$ cat src/rtl/flash_loader_pkg.sv
// rtl/flash_loader_pkg.sv - shared state encoding and flash address width for the boot copy engine
package flash_loader_pkg;

    localparam int FLASH_AW = 23;

    typedef enum logic [2:0] {
        IDLE   = 3'd0,
        ISSUE  = 3'd1,
        READ   = 3'd2,
        DRAIN  = 3'd3,
        FINISH = 3'd4
    } state_t;

endpackage

$ cat src/rtl/flash_loader_if.sv
// rtl/flash_loader_if.sv - flash driver read port and RAM write port seen by the boot copy engine
interface flash_loader_if
    import flash_loader_pkg::*;
#(
    parameter int RAM_AW = 20
) ();

    logic [FLASH_AW-1:0] fl_addr;
    logic                fl_enable_read;
    logic [15:0]         fl_data;
    logic                fl_busy;
    logic [RAM_AW-1:0]   ram_addr;
    logic [15:0]         ram_data;
    logic                ram_we;
    logic                ram_ready;

    modport master (
        output fl_addr, fl_enable_read, ram_addr, ram_data, ram_we,
        input  fl_data, fl_busy, ram_ready
    );

    modport slave (
        input  fl_addr, fl_enable_read, ram_addr, ram_data, ram_we,
        output fl_data, fl_busy, ram_ready
    );

endinterface

$ cat src/rtl/flash_loader_wbuf.sv
// rtl/flash_loader_wbuf.sv - one-entry write buffer holding a captured flash word until the RAM accepts it
module flash_loader_wbuf #(
    parameter int RAM_AW = 20
) (
    input  logic              clk,
    input  logic              rst,
    input  logic              load,
    input  logic [RAM_AW-1:0] dst_base,
    input  logic              capture,
    input  logic [15:0]       cap_data,
    input  logic              ram_ready,
    output logic [RAM_AW-1:0] ram_addr,
    output logic [15:0]       ram_data,
    output logic              ram_we,
    output logic              buf_valid
);

    logic wr_done;

    assign wr_done = buf_valid && ram_ready;
    assign ram_we  = buf_valid;

    always_ff @(posedge clk or posedge rst) begin
        if (rst) begin
            ram_addr  <= '0;
            ram_data  <= '0;
            buf_valid <= 1'b0;
        end else begin
            if (load) begin
                ram_addr <= dst_base;
            end else if (wr_done) begin
                ram_addr <= ram_addr + RAM_AW'(1);
            end
            // A capture refills the entry in the same cycle the old word drains.
            if (capture) begin
                ram_data  <= cap_data;
                buf_valid <= 1'b1;
            end else if (wr_done) begin
                buf_valid <= 1'b0;
            end
        end
    end

endmodule

$ cat src/rtl/flash_loader.sv
// rtl/flash_loader.sv - boot copy engine, flash to RAM; FLASH_LOADER_CHECKSUM_EN adds a running word checksum
module flash_loader
    import flash_loader_pkg::*;
#(
    parameter int RAM_AW  = 20,
    parameter int COUNT_W = 20
) (
    input  logic                clk,
    input  logic                rst,
    input  logic                start,
    input  logic [FLASH_AW-1:0] src_base,
    input  logic [RAM_AW-1:0]   dst_base,
    input  logic [COUNT_W-1:0]  word_count,
    output logic                busy,
    output logic                done,
`ifdef FLASH_LOADER_CHECKSUM_EN
    output logic [15:0]         checksum,
`endif
    flash_loader_if.master      bus
);

    state_t              state;
    logic [FLASH_AW-1:0] src_ptr;
    logic [COUNT_W-1:0]  remaining;
    logic                buf_valid;
    logic                buf_free;
    logic                rd_complete;
    logic                capture;
    logic                last_word;
    logic                load;

    assign load        = (state == IDLE) && start;
    assign rd_complete = (state == READ) && !bus.fl_busy;
    assign buf_free    = !buf_valid || bus.ram_ready;
    assign capture     = rd_complete && buf_free;
    assign last_word   = capture && (remaining == COUNT_W'(1));

    // Dropping the enable in the last capture cycle keeps the driver from starting a surplus read.
    assign bus.fl_addr        = src_ptr;
    assign bus.fl_enable_read = (state == ISSUE) || ((state == READ) && !last_word);

    always_ff @(posedge clk or posedge rst) begin
        if (rst) begin
            state     <= IDLE;
            src_ptr   <= '0;
            remaining <= '0;
            busy      <= 1'b0;
            done      <= 1'b0;
        end else begin
            done <= 1'b0;
            unique case (state)
                IDLE: begin
                    if (start) begin
                        src_ptr   <= src_base;
                        remaining <= word_count;
                        busy      <= 1'b1;
                        if (word_count == '0) begin
                            state <= FINISH;
                            done  <= 1'b1;
                        end else begin
                            state <= ISSUE;
                        end
                    end
                end
                ISSUE: state <= READ;
                READ: begin
                    if (capture) begin
                        src_ptr   <= src_ptr + FLASH_AW'(1);
                        remaining <= remaining - COUNT_W'(1);
                        if (remaining == COUNT_W'(1)) begin
                            state <= DRAIN;
                        end
                    end
                end
                DRAIN: begin
                    if (!buf_valid) begin
                        state <= FINISH;
                        done  <= 1'b1;
                    end
                end
                FINISH: begin
                    state <= IDLE;
                    busy  <= 1'b0;
                end
                default: begin
                    state <= IDLE;
                    busy  <= 1'b0;
                end
            endcase
        end
    end

    flash_loader_wbuf #(
        .RAM_AW (RAM_AW)
    ) u_wbuf (
        .clk       (clk),
        .rst       (rst),
        .load      (load),
        .dst_base  (dst_base),
        .capture   (capture),
        .cap_data  (bus.fl_data),
        .ram_ready (bus.ram_ready),
        .ram_addr  (bus.ram_addr),
        .ram_data  (bus.ram_data),
        .ram_we    (bus.ram_we),
        .buf_valid (buf_valid)
    );

`ifdef FLASH_LOADER_CHECKSUM_EN
    always_ff @(posedge clk or posedge rst) begin
        if (rst) begin
            checksum <= '0;
        end else if (load) begin
            checksum <= '0;
        end else if (capture) begin
            checksum <= checksum + bus.fl_data;
        end
    end
`endif

endmodule

$ cat src/flat_wrapper.sv
// flat-port wrapper written by rule: the top's interface ports become plain ports
module flash_loader_flat import flash_loader_pkg::*;
#(
    parameter int RAM_AW  = 20,
    parameter int COUNT_W = 20
)
  (clk, rst, start, src_base, dst_base, word_count, busy, done, bus_fl_addr, bus_fl_enable_read, bus_ram_addr, bus_ram_data, bus_ram_we, bus_fl_data, bus_fl_busy, bus_ram_ready);
  flash_loader_if #(.RAM_AW(RAM_AW)) bus_i ();
  input  logic clk;
  input  logic rst;
  input  logic start;
  input  logic [FLASH_AW-1:0] src_base;
  input  logic [RAM_AW-1:0] dst_base;
  input  logic [COUNT_W-1:0] word_count;
  output logic busy;
  output logic done;
  output wire logic [$bits(bus_i.fl_addr)-1:0] bus_fl_addr;
  output wire logic [$bits(bus_i.fl_enable_read)-1:0] bus_fl_enable_read;
  output wire logic [$bits(bus_i.ram_addr)-1:0] bus_ram_addr;
  output wire logic [$bits(bus_i.ram_data)-1:0] bus_ram_data;
  output wire logic [$bits(bus_i.ram_we)-1:0] bus_ram_we;
  input wire logic [$bits(bus_i.fl_data)-1:0] bus_fl_data;
  input wire logic [$bits(bus_i.fl_busy)-1:0] bus_fl_busy;
  input wire logic [$bits(bus_i.ram_ready)-1:0] bus_ram_ready;
  assign bus_fl_addr = bus_i.fl_addr;
  assign bus_fl_enable_read = bus_i.fl_enable_read;
  assign bus_ram_addr = bus_i.ram_addr;
  assign bus_ram_data = bus_i.ram_data;
  assign bus_ram_we = bus_i.ram_we;
  assign bus_i.fl_data = bus_fl_data;
  assign bus_i.fl_busy = bus_fl_busy;
  assign bus_i.ram_ready = bus_ram_ready;
  flash_loader #(.RAM_AW(RAM_AW), .COUNT_W(COUNT_W)) u_core (.clk(clk), .rst(rst), .start(start), .src_base(src_base), .dst_base(dst_base), .word_count(word_count), .busy(busy), .done(done), .bus(bus_i));
endmodule
$ cat config.mk
export PLATFORM = sky130hd
export DESIGN_NAME = flash_loader_flat
export DESIGN_NICKNAME = d
export VERILOG_FILES = /design/src/rtl/flash_loader_pkg.sv /design/src/rtl/flash_loader_if.sv /design/src/rtl/flash_loader_wbuf.sv /design/src/rtl/flash_loader.sv /design/src/flat_wrapper.sv
export SDC_FILE = /design/constraint.sdc
export NUM_CORES = 1
export LEC_CHECK = 0
export CAP_MARGIN = 10
export CORE_MARGIN = 2
export CORE_UTILIZATION = 43
export CTS_CLUSTER_DIAMETER = 30
export DETAILED_ROUTE_END_ITERATION = 7
export GPL_ROUTABILITY_DRIVEN = 0
export PLACE_DENSITY_LB_ADDON = 0.2
export SLEW_MARGIN = 20
export SYNTH_ARGS = -nofsm -noshare
export SYNTH_HDL_FRONTEND = slang
export SYNTH_SLANG_ARGS = --single-unit
$ cat constraint.sdc
create_clock -name clk -period 2.5 [get_ports clk]
set_clock_uncertainty 0.15 [all_clocks]
set_input_delay 0.375 -clock clk [delete_from_list [all_inputs] [get_ports clk]]
set_output_delay 0.375 -clock clk [all_outputs]
set_load 0.02 [all_outputs]
# --- Word level (Yosys, flattened, before mapping) ---
# Index checks and enable logic that the tools add are counted.
classes:
  addsub: 3
  multipliers: 0
  div: 0
  order_cmp: 0
  n_eq_ne: 8
  n_shift: 0
  muxes: 22
  bitwise: 1
  n_reduce_logical: 20
op_table:
  columns: ["operator", "n"]
  rows:
  - ["$mux 20", 4]
  - ["$mux 23", 2]
  - ["$pmux 23 s2", 1]
  - ["$pmux 20 s2", 1]
  - ["$add 23x1->23 const B", 1]
  - ["$add 20x1->20 const B", 1]
  - ["$eq 20x1->1 const B", 1]
  - ["$logic_not 20->1", 1]
  - ["$sub 20x1->20 const B", 1]
  - ["$mux 3", 5]
  - ["$pmux 3 s4", 1]
  - ["$eq 3x2->1 const B", 2]
  - ["$logic_and 1x1->1", 6]
  - ["$mux 1", 6]
  - ["$ne 2x2->1 const B", 3]
  - ["$reduce_bool 2->1", 3]
  - ["$pmux 1 s2", 2]
  - ["$reduce_and 4->1", 1]
  - ["$eq 3x1->1 const B", 1]
  - ["$logic_not 1->1", 3]
  - ["$logic_not 3->1", 1]
  - ["$reduce_and 3->1", 1]
  - ["$reduce_or 3->1", 1]
  - ["$logic_or 1x1->1", 2]
  - ["other kinds (3)", 3]
word_totals:
  reg_bits: 85
  latch_bits: 0
  ram_bits: 0
  rom_bits: 0
  out_inout_bits: 63
  elab_cells: 62
  memories: 0

# --- Logic depth before layout (Yosys ltp) ---
logic_depth:
  word_depth: 7
  mapped_depth: 9
  ltp_nobuf: 7

# --- Modules after synthesis ---
# A second synthesis with hierarchy kept.
hier_totals:
  hier_cells: 534
  area_unflattened_um2: 4807.1
by_module_without_submodules:
  columns: ["mod", "n_inst", "cells_per_inst", "area_per_inst_um2"]
  rows:
  - ["flash_loader", 1, 366, 3032.9]
  - ["flash_loader_wbuf", 1, 168, 1774.2]

# --- Least setup slack after synthesis ---
# No wires, ideal clock.
synth_path:
  kind: "register to output"
  from: "reg u_core.state[2]"
  to: "out bus_fl_enable_read"
  arrival_time_ns: 1.911
  required_ns: 1.975
  setup_slack_ns: 0.064
  stages_incl_launch_ff: 8
  path_buffers: 3
  cell_sequence: "dfrtp_1 buf_2 or3b_4 buf_2 nor3_1 buf_2 nand4_1 a22o_1"
synth_between:
  elab_chain_cells: 7
  word_cells_on_any_way: 8
  cone_classes: "eq/ne: 2; reduce/logical: 6"
synth_rtl:
  columns: ["element", "line", "text"]
  rows:
  - ["start, declared", "flash_loader.sv:22", "state_t state;"]
  - ["start signal, assigned", "flash_loader.sv:44", "state <= IDLE;"]
  - ["start signal, assigned", "flash_loader.sv:58", "state <= FINISH;"]
  - ["start signal, assigned", "flash_loader.sv:61", "state <= ISSUE;"]
  - ["$eq 3x2->1", "flash_loader.sv:33, flash_loader.sv:40", null]
  - ["$logic_and 1x1->1", "flash_loader.sv:33", "assign rd_complete = (state == READ) && !bus.fl_busy;"]
  - ["$logic_and 1x1->1", "flash_loader.sv:35", "assign capture = rd_complete && buf_free;"]
  - ["$logic_and 1x1->1", "flash_loader.sv:36", "assign last_word = capture && (remaining == COUNT_W'(1));"]
  - ["$logic_not 1->1", "flash_loader.sv:40", "assign bus.fl_enable_read = (state == ISSUE) || ((state == READ) && !last_word);"]
  - ["$logic_and 1x1->1", "flash_loader.sv:40", null]
  - ["$logic_or 1x1->1 (*)", "flash_loader.sv:40", null]
  - ["end, declared", "flat_wrapper.sv:18", "output wire logic [$bits(bus_i.fl_enable_read)-1:0] bus_fl_enable_read;"]
# Mark *: on every way between the ends. The rest lies on a longest branch, timed or not.

# --- Worst setup path in the final report ---
layout_path:
  from: "reg u_core.remaining[4]"
  to: "out bus_fl_enable_read"
layout_between:
  elab_chain_cells: 5
layout_rtl:
  columns: ["element", "line", "text"]
  rows:
  - ["start, declared", "flash_loader.sv:24", "logic [COUNT_W-1:0] remaining;"]
  - ["start signal, assigned", "flash_loader.sv:55", "remaining <= word_count;"]
  - ["start signal, assigned", "flash_loader.sv:69", "remaining <= remaining - COUNT_W'(1);"]
  - ["$eq 20x1->1", "flash_loader.sv:36", null]
  - ["$logic_and 1x1->1", "flash_loader.sv:36", null]
  - ["$logic_not 1->1", "flash_loader.sv:40", null]
  - ["$logic_and 1x1->1", "flash_loader.sv:40", null]
  - ["$logic_or 1x1->1", "flash_loader.sv:40", null]
# No other way between the ends.

==> qor.yml <==
ys_seq_elements: 85
cpPeakStageDelay_ns: 0.55
p_int_uw: 5030
gr-total-overflow: 0
ys_warn_count: 0
drtAntennaViolNets: 0
cts_sinks: 85
crit_required_ns: 1.98
timing.final.ws_setup_ns: 0.0160
first_global_vias: 4648
root_buffer: "clkbuf_8"
grt_pass1_wl_um: 22100
synth_top_area_cell: "dfrtp_1"
cts_buffer_depth: 2
first_pass_iters: 5
relSlewSlack_pct: 38.6
slew_viol_final: 0
p_sw_share_pct: 44.7
start_kind: "flip-flop"
via_per_inst: 5.61
clk_latency_ns: 0.37
drive_gt1_share_pct: 14.4
cts_inserted_buffers: 9
status: "finished clean"
die_area_sq_um: 11800
switching_power_uw: 4070
cts_hold_buf: 0
min_path_type: "input pin to async pin"
initial_utilization_pct: 43.6
num_antenna_cells: 0
grt_max_degree: 86
pwr-share-clk_pct: 10.2
synth_cells: 521
yosys_most_used_dff: "dfrtp_1"
crit_path_cell_trace: "or4_4 -> nor2_2 -> nand4_1 -> a22o_1 -> buf_6"
fmax_mhz: 403
rsz0062_at_grt: "yes"
synthAdderAreaFrac_pct: 1.07
dpl.hpwl_um: 9760
setup_tns_ns: 0
die_h_um: 108
syn_nets: 609
synth.distinct_cells: 57
cts_tree: "yes"
clkSlewWorstSetupHoldPaths_ns: 0.09
gr-usage-all-layers_pct: 23.7
antenna_found_initial: 0
drv_cap: 0
total_power_uw: 9110
synthSimpleGateAreaFrac_pct: 21.4
synth.area.mux_share_pct: 4.70
port_buffers: 146
fillers: 943
drt_iter0_markers: 290
min_period_over_period_pct: 99.4
die_w_um: 108
crit_type: "flip-flop to output pin"
crit_buf_inv: 1
wirelength_um: 13800
post-route-min-period_ns: 2.48
synthArstFlopShare_pct: 100
num_vias: 4731
synth_area_leaders: "dfrtp_1, o21ai_0, a21oi_1"
crit_slowest_cell: "or4_4"
final_nets: 786
rows: 38
placed_cell_area_sq_um: 6600
ir_drop_v: 0.000735
seq_area_frac_synth_pct: 45.4
synth_xor_area_share_pct: 3.55
synth_edf_count: 0
netlist_area_sq_um: 4690
cp_data_arrival_time_ns: 1.96
num_io_pins: 147
crit_family: "simple AND/OR/NAND/NOR gates"
synth_compound_area_share_pct: 20.4
combPwrFrac_pct: 59.4
yosysTopAreaCellShare_pct: 45.4
powerDensity_nw_per_um2: 1330
path_max_fanout: 2
worst_pin_slew_ns: 0.915
wl_per_cell_um: 16.3
area_delta_synth_final_pct: 46.5
setup_viol: 0
power_leakage_uw: 0.00268
dp_slack_ns: -0.208
power_frac_seq_pct: 30.4
route.detailed.drc: 0
core-area_sq_um: 10700
finalInstanceArea_sq_um: 6870
cp-end-kind: "output pin"
htree_levels: 3
finalHoldViolations: 0
synth_top_family_by_area: "simple AND/OR/NAND/NOR gates"
syn_avg_cell_area_sq_um: 9.00
==> flip-flops by register name, summed over array words and instances, names as in the netlist <==
register,count
u_core.bus.fl_addr,23
u_core.busy,1
u_core.done,1
u_core.remaining,20
u_core.state,3
u_core.u_wbuf.buf_valid,1
u_core.u_wbuf.ram_addr,20
u_core.u_wbuf.ram_data,16
==> metrics by stage <==
step                util [%]  hold slack (ns)  instances
detailed placement      61.4            0.321        821
global route            63.9            0.372        843
finish                  63.9            0.328        843
floorplan                  -            0.324        521
CTS                     63.3            0.341        839
global placement        61.4            0.323        821
==> power by group through the flow <==
| stage | sequential, uW | combinational (uW) | clock [uW] |
|---|---|---|---|
| floorplan | 3270 | 2520 | 0 |
| global placement | 2740 | 5170 | 0 |
| detailed placement | 2770 | 5290 | 0 |
| CTS | 2750 | 5330 | 953 |
| global route | 2890 | 5880 | 1020 |
| finish | 2770 | 5410 | 928 |
==> worst min-delay path: cells and delay by family <==
kind	cells	cell delay [ns]
buffers and inverters	3	0.91
==> cells in the final DEF, fill, tap and decap left out, types with 3 or more instances in the layout <==
cell and n:
clkdlybuf4s50_1 145, dfrtp_1 85, nand2_1 52, nor2_1 49
o21ai_0 48, buf_4 47, a21oi_1 44, nand3_1 24
nand4_1 18, mux2_2 16, xor2_1 16, nor3_1 13
o22ai_1 11, clkbuf_8 10, nor4_1 9, a2bb2oi_1 9
and3_1 8, inv_1 7, a22oi_1 5, o22a_1 5
or3_1 5, mux2i_1 4, ha_1 4, buf_12 4
a41oi_1 3, a31oi_1 3, xnor2_1 3, clkinvlp_4 3
o31ai_1 3, a311oi_1 3, a211oi_1 3
==> synthesized netlist by cell type (9+ instances only) <==
cell,instances
a21oi_1,44
a2bb2oi_1,9
buf_2,12
clkbuf_1,17
dfrtp_1,85
mux2_2,16
nand2_1,52
nand3_1,24
nand4_1,18
nor2_1,50
nor3_1,14
nor4_1,9
o21ai_0,48
o22ai_1,11
xor2_1,16
==> what timing repair did <==
action,4_1_cts,5_1_grt
pin swaps,3,3
cloned,0,1
gates resized for setup,7,6
buffers inserted,2,3
endpoints found under the setup margin,2,12
==> worst paths after layout <==
path	startpoint	to	slack [ns]	cells after the start
max reg2reg	u_core.remaining[0]$_DFFE_PP0P_	u_core.remaining[7]$_DFFE_PP0P_	0.08	6
min in group clk	u_core.busy$_DFFE_PP0P_	u_core.busy$_DFFE_PP0P_	0.33	1
max	u_core.remaining[4]$_DFFE_PP0P_	bus_fl_enable_read	0.02	5
min reg2reg	u_core.busy$_DFFE_PP0P_	u_core.busy$_DFFE_PP0P_	0.33	1
min	rst	u_core.u_wbuf.ram_addr[10]$_DFFE_PP0P_	0.33	3
max in group asynchronous	rst	u_core.bus.fl_addr[14]$_DFFE_PP0P_	1.52	3
==> kinds of logic after synthesis <==
logic type	Yosys count
multiplexers	20
XOR/XNOR	19
adder cells (fa/ha/maj)	4
AO/OA/AOI/OAI	153
AND/OR/NAND/NOR	200
flip-flops	85
buffers and inverters	40
==> metal layers <==
metal / up-vias / GRT usage, % / routed length (um)
met4: 0 / 10.5 / 381
met3: 26 / 3.25 / 693
met5: - / 0 / 0
met1: 2258 / 31.3 / 5980
li1: 2286 / - / -
met2: 161 / 38.8 / 6700
==> layout make-up <==
| type | instances | area, sq um | share of cell area, % |
|---|---|---|---|
| multi-input cells | 397 | 2450 | 35.7 |
| flip-flops and latches | 85 | 2130 | 31.0 |
| repair buffers | 197 | 1900 | 27.6 |
| well taps | 140 | 175 | 2.55 |
| clock buffers | 10 | 138 | 2.00 |
| clock inverters | 6 | 46.3 | 0.674 |
| inverters | 8 | 33.8 | 0.492 |
Power figures use the tool's default switching activity.
